$ cat src/rtl/mult_req_arbiter.sv
// mult_req_arbiter: shares one pipelined WxW multiplier among N_REQ requesters and tags
// each product with its requester ID. Build option MULT_ARB_FIXED_PRIO_EN: fixed priority.
module mult_req_arbiter #(
  parameter int N_REQ   = 4,
  parameter int W       = 4,
  parameter int LATENCY = 4,
  parameter int ID_W    = $clog2(N_REQ)
) (
  input  logic               clk,
  input  logic               reset,
  input  logic [N_REQ-1:0]   req_valid,
  input  logic [N_REQ*W-1:0] req_a,
  input  logic [N_REQ*W-1:0] req_b,
  output logic [N_REQ-1:0]   req_ready,
  output logic               m_start,
  output logic [W-1:0]       m_a,
  output logic [W-1:0]       m_b,
  input  logic [2*W-1:0]     m_product,
  input  logic               m_valid,
  output logic               rsp_valid,
  output logic [ID_W-1:0]    rsp_id,
  output logic [2*W-1:0]     rsp_product,
  output logic               err_sticky
);

  localparam logic [ID_W-1:0] LAST_ID = ID_W'(N_REQ - 1);

  function automatic logic [ID_W-1:0] next_id(input logic [ID_W-1:0] id);
    return (id == LAST_ID) ? '0 : id + 1'b1;
  endfunction

  logic [N_REQ-1:0] w_grant;
  logic             w_xfer;
  logic [ID_W-1:0]  w_win_id;
  logic [ID_W-1:0]  w_scan_start;
  logic [W-1:0]     w_op_a;
  logic [W-1:0]     w_op_b;

`ifdef MULT_ARB_FIXED_PRIO_EN
  assign w_scan_start = '0;
`else
  logic [ID_W-1:0] r_last_grant;

  assign w_scan_start = next_id(r_last_grant);

  always_ff @(posedge clk) begin
    if (reset) begin
      r_last_grant <= LAST_ID;
    end else if (w_xfer) begin
      r_last_grant <= w_win_id;
    end
  end
`endif

  // Walk the requesters once, starting at the scan origin and wrapping at N_REQ.
  always_comb begin
    logic [ID_W-1:0] scan;
    logic            found;
    scan     = w_scan_start;
    found    = 1'b0;
    w_win_id = '0;
    for (int k = 0; k < N_REQ; k++) begin
      if (!found && req_valid[scan]) begin
        found    = 1'b1;
        w_win_id = scan;
      end
      scan = next_id(scan);
    end
    w_xfer  = found && !reset;
    w_grant = '0;
    if (w_xfer) begin
      w_grant[w_win_id] = 1'b1;
    end
  end

  assign req_ready = w_grant;

  always_comb begin
    w_op_a = '0;
    w_op_b = '0;
    for (int k = 0; k < N_REQ; k++) begin
      if (w_win_id == ID_W'(k)) begin
        w_op_a = req_a[k*W +: W];
        w_op_b = req_b[k*W +: W];
      end
    end
  end

  logic            r_start;
  logic [W-1:0]    r_a;
  logic [W-1:0]    r_b;
  logic [ID_W-1:0] r_issue_id;

  always_ff @(posedge clk) begin
    if (reset) begin
      r_start    <= 1'b0;
      r_a        <= '0;
      r_b        <= '0;
      r_issue_id <= '0;
    end else begin
      r_start <= w_xfer;
      if (w_xfer) begin
        r_a        <= w_op_a;
        r_b        <= w_op_b;
        r_issue_id <= w_win_id;
      end
    end
  end

  assign m_start = r_start;
  assign m_a     = r_a;
  assign m_b     = r_b;

  // The last stage lines up with the cycle the multiplier should raise m_valid.
  logic [LATENCY-1:0] r_tag_v;
  logic [ID_W-1:0]    r_tag_id [LATENCY];
  logic               w_exp_v;
  logic [ID_W-1:0]    w_exp_id;

  always_ff @(posedge clk) begin
    if (reset) begin
      r_tag_v <= '0;
      for (int k = 0; k < LATENCY; k++) begin
        r_tag_id[k] <= '0;
      end
    end else begin
      r_tag_v[0]  <= r_start;
      r_tag_id[0] <= r_issue_id;
      for (int k = 1; k < LATENCY; k++) begin
        r_tag_v[k]  <= r_tag_v[k-1];
        r_tag_id[k] <= r_tag_id[k-1];
      end
    end
  end

  assign w_exp_v  = r_tag_v[LATENCY-1];
  assign w_exp_id = r_tag_id[LATENCY-1];

  logic            r_rsp_valid;
  logic [ID_W-1:0] r_rsp_id;
  logic [2*W-1:0]  r_rsp_product;
  logic            r_err;

  always_ff @(posedge clk) begin
    if (reset) begin
      r_rsp_valid   <= 1'b0;
      r_rsp_id      <= '0;
      r_rsp_product <= '0;
      r_err         <= 1'b0;
    end else begin
      r_rsp_valid <= w_exp_v;
      r_rsp_id    <= w_exp_id;
      if (w_exp_v) begin
        r_rsp_product <= m_product;
      end
      if (m_valid != w_exp_v) begin
        r_err <= 1'b1;
      end
    end
  end

  assign rsp_valid   = r_rsp_valid;
  assign rsp_id      = r_rsp_id;
  assign rsp_product = r_rsp_product;
  assign err_sticky  = r_err;

endmodule
$ cat config.mk
export PLATFORM = sky130hd
export DESIGN_NAME = mult_req_arbiter
export DESIGN_NICKNAME = d
export VERILOG_FILES = /design/src/rtl/mult_req_arbiter.sv
export SDC_FILE = /design/constraint.sdc
export NUM_CORES = 1
export LEC_CHECK = 0
export BUFFER_PORTS_ARGS = -buffer_cell sky130_fd_sc_hd__clkbuf_2
export CORE_ASPECT_RATIO = 1.4
export CORE_MARGIN = 8
export CORE_UTILIZATION = 46
export DETAILED_ROUTE_END_ITERATION = 6
export PLACE_DENSITY = 0.78
export SLEW_MARGIN = 20
export SYNTH_ARGS = -nofsm -noshare
export SYNTH_HDL_FRONTEND = slang
export SYNTH_SLANG_ARGS = --single-unit
export TNS_END_PERCENT = 100
$ cat constraint.sdc
create_clock -name clk -period 3.1 [get_ports clk]
set_clock_uncertainty 0.15 [all_clocks]
set_input_delay 0.155 -clock clk [delete_from_list [all_inputs] [get_ports clk]]
set_output_delay 0.155 -clock clk [all_outputs]
set_load 0.03 [all_outputs]
==> metrics.cfg, run 1 <==
[floorplan]
die_w_um=66.0
rows=25
start_util=0.476
die_h_um=86.0
core_region_area_sq_um=3380
io_pins=72
die_area_sq_um=5670

[clocking]
htree_levels=2
cts_root_buffer=clkbuf_8
cts_num_sinks=37
tritoncts=built
clk_pin_slew_worst_paths_ns=0.08
clockBufferDepth=2
cts_resized=0
cts_buffers=5
insertion_delay_ns=0.29

[route]
drcViolationCount=0
viasPerCell=5.23
wirelength_um=4500
postRouteAntennaNets=0
drt_iter0_drc=78
routed-via-count=1554
first_pass_iters=4
wl_per_cell_um=15.1

[critical_path]
end_kind=primary output
path_class=flop to primary output
cp-start-kind=flop
crit_start=r_last_grant[0]$_SDFFE_PP1P_
rrSetupSlack_ns=0.78
critPathArrivalTime_ns=2.45
reg2regPathDepth=6
worstReg2RegEnd=m_b[1]$_SDFFE_PP0P_
rr_startpoint=r_last_grant[0]$_SDFFE_PP1P_
crit_required_ns=2.79
crit_fanout=10
endpoint=req_ready[2]

[status]
outcome=finished clean

[yosys]
yosysSeqAreaShare=0.461
ys_types=30
synth_warnings=0
synth_seq_cells=37
synth_area_sq_um=1610
yosysTopAreaCell=dfxtp_1
synth_cells=173
postSynthNetCount=221
synth_area_leaders=dfxtp_1 (46%), o31ai_1 (7.5%), nor2b_1 (6.6%)
postSynthAreaPerCell_sq_um=9.29
yosysTopAreaCellShare=0.461

[global_route]
grt_pass1_vias=1645
grt_max_degree=32
grt_util_all_layers=0.163
antenna_found_initial=0
grt-ovfl-total=0
grt_pass1_wl_um=7230

[place]
dp_cells=274
place.gp.congestion=0.788
dpl.hpwl_um=3220
dp_slack_ns=0.695
post_dp_cell_area_sq_um=1960
io_buffer_count=71

[hold_path]
hold_path_class=input pin to flop

[cells_and_area]
register_area_sq_um=741
areaGrowthSynthToFinish_pct=37.3
design_area_sq_um=2210
nNetsFinal=304
drive_above_1_share=0.362
multi_input_area_sq_um=773
antenna_cells=0
final_cells=297
fillerInstances=309

[timing]
timing.max_slew.rel_slack=0.572
hold-worst-slack_ns=0.00528
fin_crit_ns=2.76
setup_viol=0
hold_viol_final=0
timing.fmax_ghz=0.363
slew_violations=0
worst_slack_ns=0.342
finalSetupTns_ns=0
rsz0062_at_grt=no
post-route-period-util=0.890
tightest_slew_ns=0.641

[power_and_ir_drop]
vdd_ir_drop_max_v=0.000475
p_leak_nw=1.06
p_per_area_nw_per_um2=594

[job]
max_cap_viol_count=0

==> what timing repair did <==
item,CTS,global route
setup buffers,0,0
endpoints found under the setup margin,0,0
hold buffers,15,0
hold endpoints to repair,15,0
==> where the power goes <==
part | internal (mW) | total [mW] | leakage [nW] | switching (mW)
registers | 0.525 | 0.548 | 0.303 | 0.0233
logic | 0.147 | 0.417 | 0.707 | 0.270
clock network | 0.180 | 0.346 | 0.0512 | 0.166
==> registers in the layout, indices dropped and copies added, names as in the netlist <==
register	cells
r_tag_id	8
rsp_product	8
m_a	4
m_b	4
r_tag_v	4
r_issue_id	2
r_last_grant	2
rsp_id	2
err_sticky	1
m_start	1
rsp_valid	1
==> worst max-delay path: stages (launching register included) <==
cell	delay [ns]
dfxtp_1	0.35
ha_1	0.43
a21oi_2	0.18
a211oi_2	0.10
or4_4	0.59
nor2_4	0.25
clkbuf_2	0.26
==> worst min-delay path by stage <==
stage,from,endpoint,cells past startpoint
after floorplan,req_a[8],m_a[0]$_SDFFE_PP0P_,1
after global placement,req_a[9],m_a[1]$_SDFFE_PP0P_,2
after detailed placement,req_a[10],m_a[2]$_SDFFE_PP0P_,2
after CTS,m_product[3],rsp_product[3]$_SDFFE_PP0P_,3
after global routing,m_product[3],rsp_product[3]$_SDFFE_PP0P_,3
final,m_product[3],rsp_product[3]$_SDFFE_PP0P_,3
==> per-stage QoR <==
step / utilization / total power, mW
2_1_floorplan: - / 0.857
3_3_place_gp: 0.580 / 0.951
3_5_place_dp: 0.580 / 0.956
4_1_cts: 0.653 / 1.32
5_1_grt: 0.653 / 1.38
6_report: 0.653 / 1.31
==> placed cells by master (no fill, tap or decap), types with 6 or more instances in the layout <==
cell type and instances:
nand4_1 8, dfxtp_1 37, nor2b_1 17, inv_1 9
nor2_1 17, mux2i_1 8, a211o_1 9, dlygate4sd3_1 15
clkbuf_2 71, a21oi_1 12, clkbuf_8 6, nand2_1 10
o31ai_1 16
==> synthesized netlist by cell type, drive strengths merged <==
cell type / number
dfxtp: 37
nor2: 19
nor2b: 17
o31ai: 16
a21oi: 14
nand2: 10
a211o: 9
inv: 9
mux2i: 8
nand4: 8
buf: 6
clkbuf: 5
o21ai: 3
o21a: 2
a211oi: 1
a21o: 1
ha: 1
nand3: 1
nor3: 1
nor4: 1
or2: 1
or2b: 1
or4: 1
xor2: 1
==> metal layers <==
metal  global-route usage  routed length [um]
met5                    0                   0
met4               0.0936                 136
met3               0.0860                 568
met2                0.270                2170
met1                0.156                1620
==> layout make-up <==
type                    instances  share of cell area
flip-flops and latches         37               0.336
multi-input cells             116               0.350
inverters                       9              0.0153
clock buffers                   6              0.0374
clock inverters                 2             0.00624
well taps                      40              0.0227
repair buffers                 87               0.232
==> logic make-up (layout without fill, tap and decap cells) <==
| group | count (synthesis) | after routing | share of synthesized area |
|---|---|---|---|
| buf+inv | 20 | 104 | 0.0584 |
| flops | 37 | 37 | 0.461 |
| mux | 8 | 8 | 0.0498 |
| fa+ha+maj | 1 | 1 | 0.00778 |
| xor+xnor | 1 | 1 | 0.00545 |
| compound gates | 46 | 46 | 0.211 |
| simple gates | 60 | 60 | 0.207 |
Power figures use the tool's default switching activity.
==> run 2, diff against run 1 <==
--- a/config.mk
+++ b/config.mk
@@ -5,12 +5,13 @@
 export SDC_FILE = /design/constraint.sdc
 export NUM_CORES = 1
 export LEC_CHECK = 0
+export ABC_AREA = 1
 export BUFFER_PORTS_ARGS = -buffer_cell sky130_fd_sc_hd__clkbuf_2
 export CORE_ASPECT_RATIO = 1.4
 export CORE_MARGIN = 8
-export CORE_UTILIZATION = 46
+export CORE_UTILIZATION = 50
 export DETAILED_ROUTE_END_ITERATION = 6
-export PLACE_DENSITY = 0.78
+export PLACE_DENSITY = 0.8
 export SLEW_MARGIN = 20
 export SYNTH_ARGS = -nofsm -noshare
 export SYNTH_HDL_FRONTEND = slang
==> run 2 against run 1 <==
Against the previous run:
- combinational power rose to 5.9 times the previous value
- die area rose by 13%
- sequential share of layout area fell by 4.8 points
- critical path depth rose by 6
- flip-flop and latch count did not move
- critical endpoint is now req_ready[0]
==> metrics.cfg, run 2 <==
[global_route]
grt_pass1_vias=1923  ; was 1,645
grt_max_degree=21  ; was 32
grt-ovfl-total=0  ; unchanged
grt_pass1_wl_um=8780  ; was 7230 um
grt_util_all_layers=0.162  ; was 0.163
antenna_found_initial=0  ; unchanged

[place]
place.gp.congestion=0.844  ; was 0.788
dp_cells=382  ; was 274
io_buffer_count=71  ; unchanged
dpl.hpwl_um=3930  ; was 3220 um

[yosys]
yosysTopAreaCell=dfxtp_1  ; unchanged
ys_types=33  ; was 30
synth_area_sq_um=2030  ; was 1610 sq um
synth_cells=276  ; was 173
postSynthAreaPerCell_sq_um=7.37  ; was 9.29 sq um
yosysSeqAreaShare=0.364  ; was 0.461
synth_warnings=0  ; unchanged
synth_seq_cells=37  ; unchanged
synth_edf_count=0  ; unchanged
synth_most_common_cell=nand2_1  ; was dfxtp_1
ys_async_sr_fraction=0  ; unchanged
synth_ff_type=dfxtp_1  ; unchanged
postSynthNetCount=324  ; was 221
yosysTopAreaCellShare=0.364  ; was 0.461
synth_area_leaders=dfxtp_1 (36%), nand2_1 (12%), nor2_1 (7.2%)  ; was dfxtp_1 (46%), o31ai_1 (7.5%), nor2b_1 (6.6%)
synth_common_cells=nand2_1 (64), nor2_1 (39), dfxtp_1 (37)  ; was dfxtp_1 (37), nor2_1 (17), nor2b_1 (17)

[critical_path]
crit_fanout=18  ; was 10
critPathArrivalTime_ns=2.56  ; was 2.45 ns
crit_required_ns=2.79  ; about the same
path_class=flop to primary output  ; unchanged
end_kind=primary output  ; unchanged
cp-start-kind=flop  ; unchanged

[clocking]
insertion_delay_ns=0.29  ; about the same
cts_setup_buffers=0  ; unchanged
htree_levels=2  ; unchanged
cts_num_sinks=37  ; unchanged
clk_pin_slew_worst_paths_ns=0.07  ; was 0.08 ns
tritoncts=built  ; unchanged
cts_root_buffer=clkbuf_8  ; unchanged
clockBufferDepth=2  ; unchanged
cts_buffers=5  ; unchanged

[cells_and_area]
mostFrequentLayoutCell=clkbuf_2  ; unchanged
fillerInstances=360  ; was 309
drive_above_1_share=0.358  ; was 0.362
nNetsFinal=402  ; was 304
areaGrowthSynthToFinish_pct=26.5  ; was 37.3%
antenna_cells=0  ; unchanged
final_cells=398  ; was 297
final_cell_mix=clkbuf_2 (71), nand2_1 (64), nor2_1 (39)  ; was clkbuf_2 (71), dfxtp_1 (37), nor2b_1 (17), nor2_1 (17), o31ai_1 (16)

[power_and_ir_drop]
p_leak_nw=1.35  ; was 1.06 nW
vdd_ir_drop_max_v=0.00138  ; was 0.000475 V
p_per_area_nw_per_um2=1370  ; was 594 nW/um^2

[timing]
timing.fmax_ghz=0.349  ; was 0.363 GHz
hold-worst-slack_ns=0.00952  ; was 0.00528 ns
setup_viol=0  ; unchanged
tightest_slew_ns=0.365  ; was 0.641 ns
rsz0062_at_grt=no  ; unchanged
hold_viol_final=0  ; unchanged
slew_violations=0  ; unchanged
post-route-period-util=0.923  ; was 0.890
timing.max_slew.rel_slack=0.757  ; was 0.572
finalSetupTns_ns=0  ; unchanged
fin_crit_ns=2.86  ; was 2.76 ns

[job]
max_cap_viol_count=0  ; unchanged

[route]
wirelength_um=5150  ; was 4500 um
postRouteAntennaNets=0  ; unchanged
viasPerCell=4.81  ; was 5.23
first_pass_iters=4  ; unchanged
drcViolationCount=0  ; unchanged
wl_per_cell_um=12.9  ; was 15.1 um
routed-via-count=1914  ; was 1,554
drt_iter0_drc=100  ; was 78

[floorplan]
io_pins=72  ; unchanged
rows=27  ; was 25
die_h_um=91.5  ; was 86.0 um
core_region_area_sq_um=3920  ; was 3380 sq um
start_util=0.519  ; was 0.476
die_area_sq_um=6390  ; was 5670 sq um
die_w_um=69.9  ; was 66.0 um

[hold_path]
hold_path_class=input pin to flop  ; unchanged

[status]
outcome=finished clean  ; unchanged

==> run 2: worst paths after layout <==
kind	startpoint	to	slack, ns	depth (start not counted)
worst min register to register	r_tag_id[1][1]$_SDFF_PP0_	r_tag_id[2][1]$_SDFF_PP0_	0.25	2
worst min-delay path	req_b[12]	m_b[0]$_SDFFE_PP0P_	0.01	5
worst max register to register	r_last_grant[0]$_SDFFE_PP1P_	m_b[3]$_SDFFE_PP0P_	0.59	15
worst max-delay path	r_last_grant[0]$_SDFFE_PP1P_	req_ready[0]	0.24	12
==> run 2: power by group <==
group / internal, mW / total, mW / switching, mW
Combinational: 0.775 / 2.48 / 1.71
Sequential: 0.573 / 0.621 / 0.0483
Clock: 0.261 / 0.428 / 0.167
==> run 2: what timing repair did <==
item	4_1_cts	5_1_grt
endpoints found under the setup margin	0	4
endpoints found under the hold margin	8	0
resized for setup	0	1
hold buffers	8	0
==> run 2: worst max-delay path, cell delays in order (launching register included) <==
cell and delay (ns):
dfxtp_1 0.45, ha_1 0.29, inv_2 0.07, nand2_4 0.18, nand2_1 0.08, nand2_1 0.12, nand2_2 0.08, nand2_2 0.11
nor2_4 0.06, nand3_2 0.08, nand3_4 0.22, nor4_2 0.28, clkbuf_2 0.25
==> run 2: cell families (layout without fill, tap and decap cells) <==
logic type | count (synthesis) | after routing | synth area share
simple gates | 162 | 162 | 0.436
xor+xnor | 1 | 1 | 0.00431
buf+inv | 46 | 125 | 0.110
compound gates | 29 | 29 | 0.0800
fa+ha+maj | 1 | 1 | 0.00615
flops | 37 | 37 | 0.364
==> run 2: per-layer routing <==
layer  wire length [um]  part of all wire  vias up  track usage
li1                   -                 -     1018            -
met1               2070              0.40      837        0.169
met2               2720              0.53       54        0.301
met3                305             0.059        5       0.0436
met4                 59             0.011        0       0.0555
met5                  0                 0        -            0
==> run 2: stage by stage <==
stage / worst slack, ns / area (sq um) / total power [mW] / util
2_1_floorplan: 0.588 / 2030 / 2.81 / -
3_3_place_gp: 0.507 / 2370 / 3.06 / 0.604
3_5_place_dp: 0.448 / 2370 / 3.10 / 0.604
4_1_cts: 0.125 / 2570 / 3.54 / 0.655
5_1_grt: 0.0452 / 2570 / 3.85 / 0.656
6_report: 0.238 / 2570 / 3.53 / 0.656
==> run 2: final cells by class <==
| type | instances | area [sq um] | area share |
|---|---|---|---|
| clock buffers | 6 | 82.6 | 0.0321 |
| clock inverters | 2 | 37.5 | 0.0146 |
| inverters | 37 | 139 | 0.0540 |
| multi-input cells | 193 | 1070 | 0.418 |
| flip-flops and latches | 37 | 741 | 0.288 |
| well taps | 43 | 53.8 | 0.0209 |
| repair buffers | 80 | 443 | 0.172 |
==> run 3, diff against run 2 <==
--- a/config.mk
+++ b/config.mk
@@ -6,7 +6,7 @@
 export NUM_CORES = 1
 export LEC_CHECK = 0
 export ABC_AREA = 1
-export BUFFER_PORTS_ARGS = -buffer_cell sky130_fd_sc_hd__clkbuf_2
+export BUFFER_PORTS_ARGS = -buffer_cell sky130_fd_sc_hd__buf_4
 export CORE_ASPECT_RATIO = 1.4
 export CORE_MARGIN = 8
 export CORE_UTILIZATION = 50
==> constraint.sdc (replaced) <==
create_clock -name clk -period 3.1 [get_ports clk]
set_clock_uncertainty 0.15 [all_clocks]
set_input_delay 0.31 -clock clk [delete_from_list [all_inputs] [get_ports clk]]
set_output_delay 0.31 -clock clk [all_outputs]
set_load 0.03 [all_outputs]
==> run 3 against run 2 <==
Against the previous run:
- sequential share of layout area decreased by 0.95 points
- worst setup slack gained 0.032 ns
- clock power down 6.1%
- cell area is 3.6% higher
- via count increased by 0.78%
- die area is the same
- combinational power is 4% higher
- critical path depth unchanged
- flip-flop and latch count is the same
- total power rose by 1.8%
- routed wire length down 6.2%
- non-clock buffer count down 8
- highest routed layer unchanged
==> metrics.cfg, run 3 (synthesized netlist as in run 2, its figures left out) <==
[cells_and_area]
nNetsFinal=394  ; was 402
antenna_cells=0  ; unchanged
drive_above_1_share=0.369  ; was 0.358
areaGrowthSynthToFinish_pct=31.0  ; was 26.5%
final_cell_mix=buf_4 (72), nand2_1 (64), nor2_1 (39)  ; was clkbuf_2 (71), nand2_1 (64), nor2_1 (39)
mostFrequentLayoutCell=buf_4  ; was clkbuf_2
final_cells=390  ; was 398

[route]
drcViolationCount=0  ; unchanged
wirelength_um=4830  ; was 5150 um
viasPerCell=4.95  ; was 4.81
wl_per_cell_um=12.4  ; was 12.9 um
first_pass_iters=4  ; unchanged
drt_iter0_drc=112  ; was 100
routed-via-count=1929  ; was 1,914
postRouteAntennaNets=0  ; unchanged

[global_route]
grt_pass1_vias=1860  ; was 1,923
grt_util_all_layers=0.148  ; was 0.162
grt_max_degree=21  ; unchanged
grt-ovfl-total=0  ; unchanged
grt_pass1_wl_um=8110  ; was 8780 um
antenna_found_initial=0  ; unchanged

[floorplan]
core_region_area_sq_um=3920  ; unchanged
start_util=0.519  ; unchanged
rows=27  ; unchanged
die_area_sq_um=6390  ; unchanged
die_h_um=91.5  ; unchanged
die_w_um=69.9  ; unchanged
io_pins=72  ; unchanged

[critical_path]
crit_required_ns=2.64  ; was 2.79 ns
crit_fanout=18  ; unchanged
critPathArrivalTime_ns=2.37  ; was 2.56 ns
critical_path.top_delay_family=simple AND/OR/NAND/NOR gates  ; unchanged
worstPathCellList=ha_2 -> inv_2 -> nand2_1 -> nand2_2 -> nand2_2 -> nand2_2 -> nor2_4 -> nand3_2 -> nand3_4 -> nand2_1 -> nor2_1 -> buf_4  ; was ha_1 -> inv_2 -> nand2_4 -> nand2_1 -> nand2_1 -> nand2_2 -> nand2_2 -> nor2_4 -> nand3_2 -> nand3_4 -> nor4_2 -> clkbuf_2
cp-start-kind=flop  ; unchanged
cp_common_cell=nand2_2
cp_slowest_cell=ha_2  ; was dfxtp_1
path_class=flop to primary output  ; unchanged
cp_slowest_stage_delay_ns=0.39  ; was 0.45 ns
end_kind=primary output  ; unchanged
critPathBufInv=2  ; unchanged

[timing]
rsz0062_at_grt=no  ; unchanged
slew_violations=0  ; unchanged
setup_viol=0  ; unchanged
tightest_slew_ns=0.287  ; was 0.365 ns
fin_crit_ns=2.83  ; was 2.86 ns
timing.max_slew.rel_slack=0.808  ; was 0.757
post-route-period-util=0.913  ; was 0.923
timing.fmax_ghz=0.353  ; was 0.349 GHz
finalSetupTns_ns=0  ; unchanged
hold_viol_final=0  ; unchanged

[clocking]
tritoncts=built  ; unchanged
clk_pin_slew_worst_paths_ns=0.07  ; about the same
htree_levels=2  ; unchanged
cts_num_sinks=37  ; unchanged
insertion_delay_ns=0.28  ; was 0.29 ns
cts_setup_buffers=0  ; unchanged
clockBufferDepth=2  ; unchanged
cts_buffers=5  ; unchanged
cts_root_buffer=clkbuf_8  ; unchanged

[power_and_ir_drop]
p_leak_nw=1.36  ; was 1.35 nW
vdd_ir_drop_max_v=0.000977  ; was 0.00138 V
p_per_area_nw_per_um2=1350  ; was 1370 nW/um^2

[status]
outcome=finished clean  ; unchanged

[place]
io_buffer_count=71  ; unchanged
place.gp.congestion=0.892  ; was 0.844
dp_cells=382  ; unchanged
dpl.hpwl_um=3990  ; was 3930 um

[job]
max_cap_viol_count=0  ; unchanged

[hold_path]
hold_path_class=input pin to flop  ; unchanged

## run 3: layout make-up
cell class | count | area [sq um]
multi-input combinational | 193 | 1080
inverter | 37 | 139
clock inverter | 2 | 38.8
tap | 43 | 53.8
timing repair buffer | 72 | 541
clock buffer | 6 | 72.6
sequential | 37 | 742
fill | 347 | 1250
## run 3: metal layers
metal	wire, um	GRT usage	part of all wire
met5	0	0	0
met4	88	0.0689	0.018
met3	334	0.0392	0.069
met2	2450	0.262	0.51
met1	1960	0.158	0.41
## run 3: what timing repair did
item                                    in CTS  in global routing
endpoints found under the hold margin        0                  0
endpoints found under the setup margin       0                  4
hold buffers                                 0                  0
gates resized for setup                      0                  3
## run 3: metrics by stage
stage	worst slack [ns]	total power [mW]	cell area, sq um	utilization	hold slack (ns)
final	0.271	3.59	2660	0.680	0.103
after global routing	0.0673	3.89	2660	0.680	0.105
after CTS	0.0194	3.60	2660	0.678	0.0962
after detailed placement	0.336	3.19	2540	0.649	0.244
after global placement	0.360	3.15	2540	0.649	0.239
after floorplan	0.433	2.81	2030	-	0.238
## run 3: path summary, 6_finish.rpt
check        depth (start not counted)                          from                           to  slack, ns
min reg2reg                          2         r_tag_v[0]$_SDFF_PP0_        r_tag_v[1]$_SDFF_PP0_       0.25
max                                 12  r_last_grant[0]$_SDFFE_PP1P_                 req_ready[2]       0.27
min                                  3                  m_product[6]  rsp_product[6]$_SDFFE_PP0P_       0.10
max reg2reg                         13  r_last_grant[0]$_SDFFE_PP1P_          m_a[1]$_SDFFE_PP0P_       0.65
## run 3: where the power goes
group	switching, mW	leakage (nW)	internal, mW
clock	0.160	0.0554	0.241
combinational	1.73	0.999	0.845
sequential	0.0469	0.303	0.574
total	1.93	1.36	1.66
## run 3: worst min-delay path: cells and delay by family
family | cells | cell delay, ns
buffers and inverters | 1 | 0.07
and+or+nand+nor | 2 | 0.11
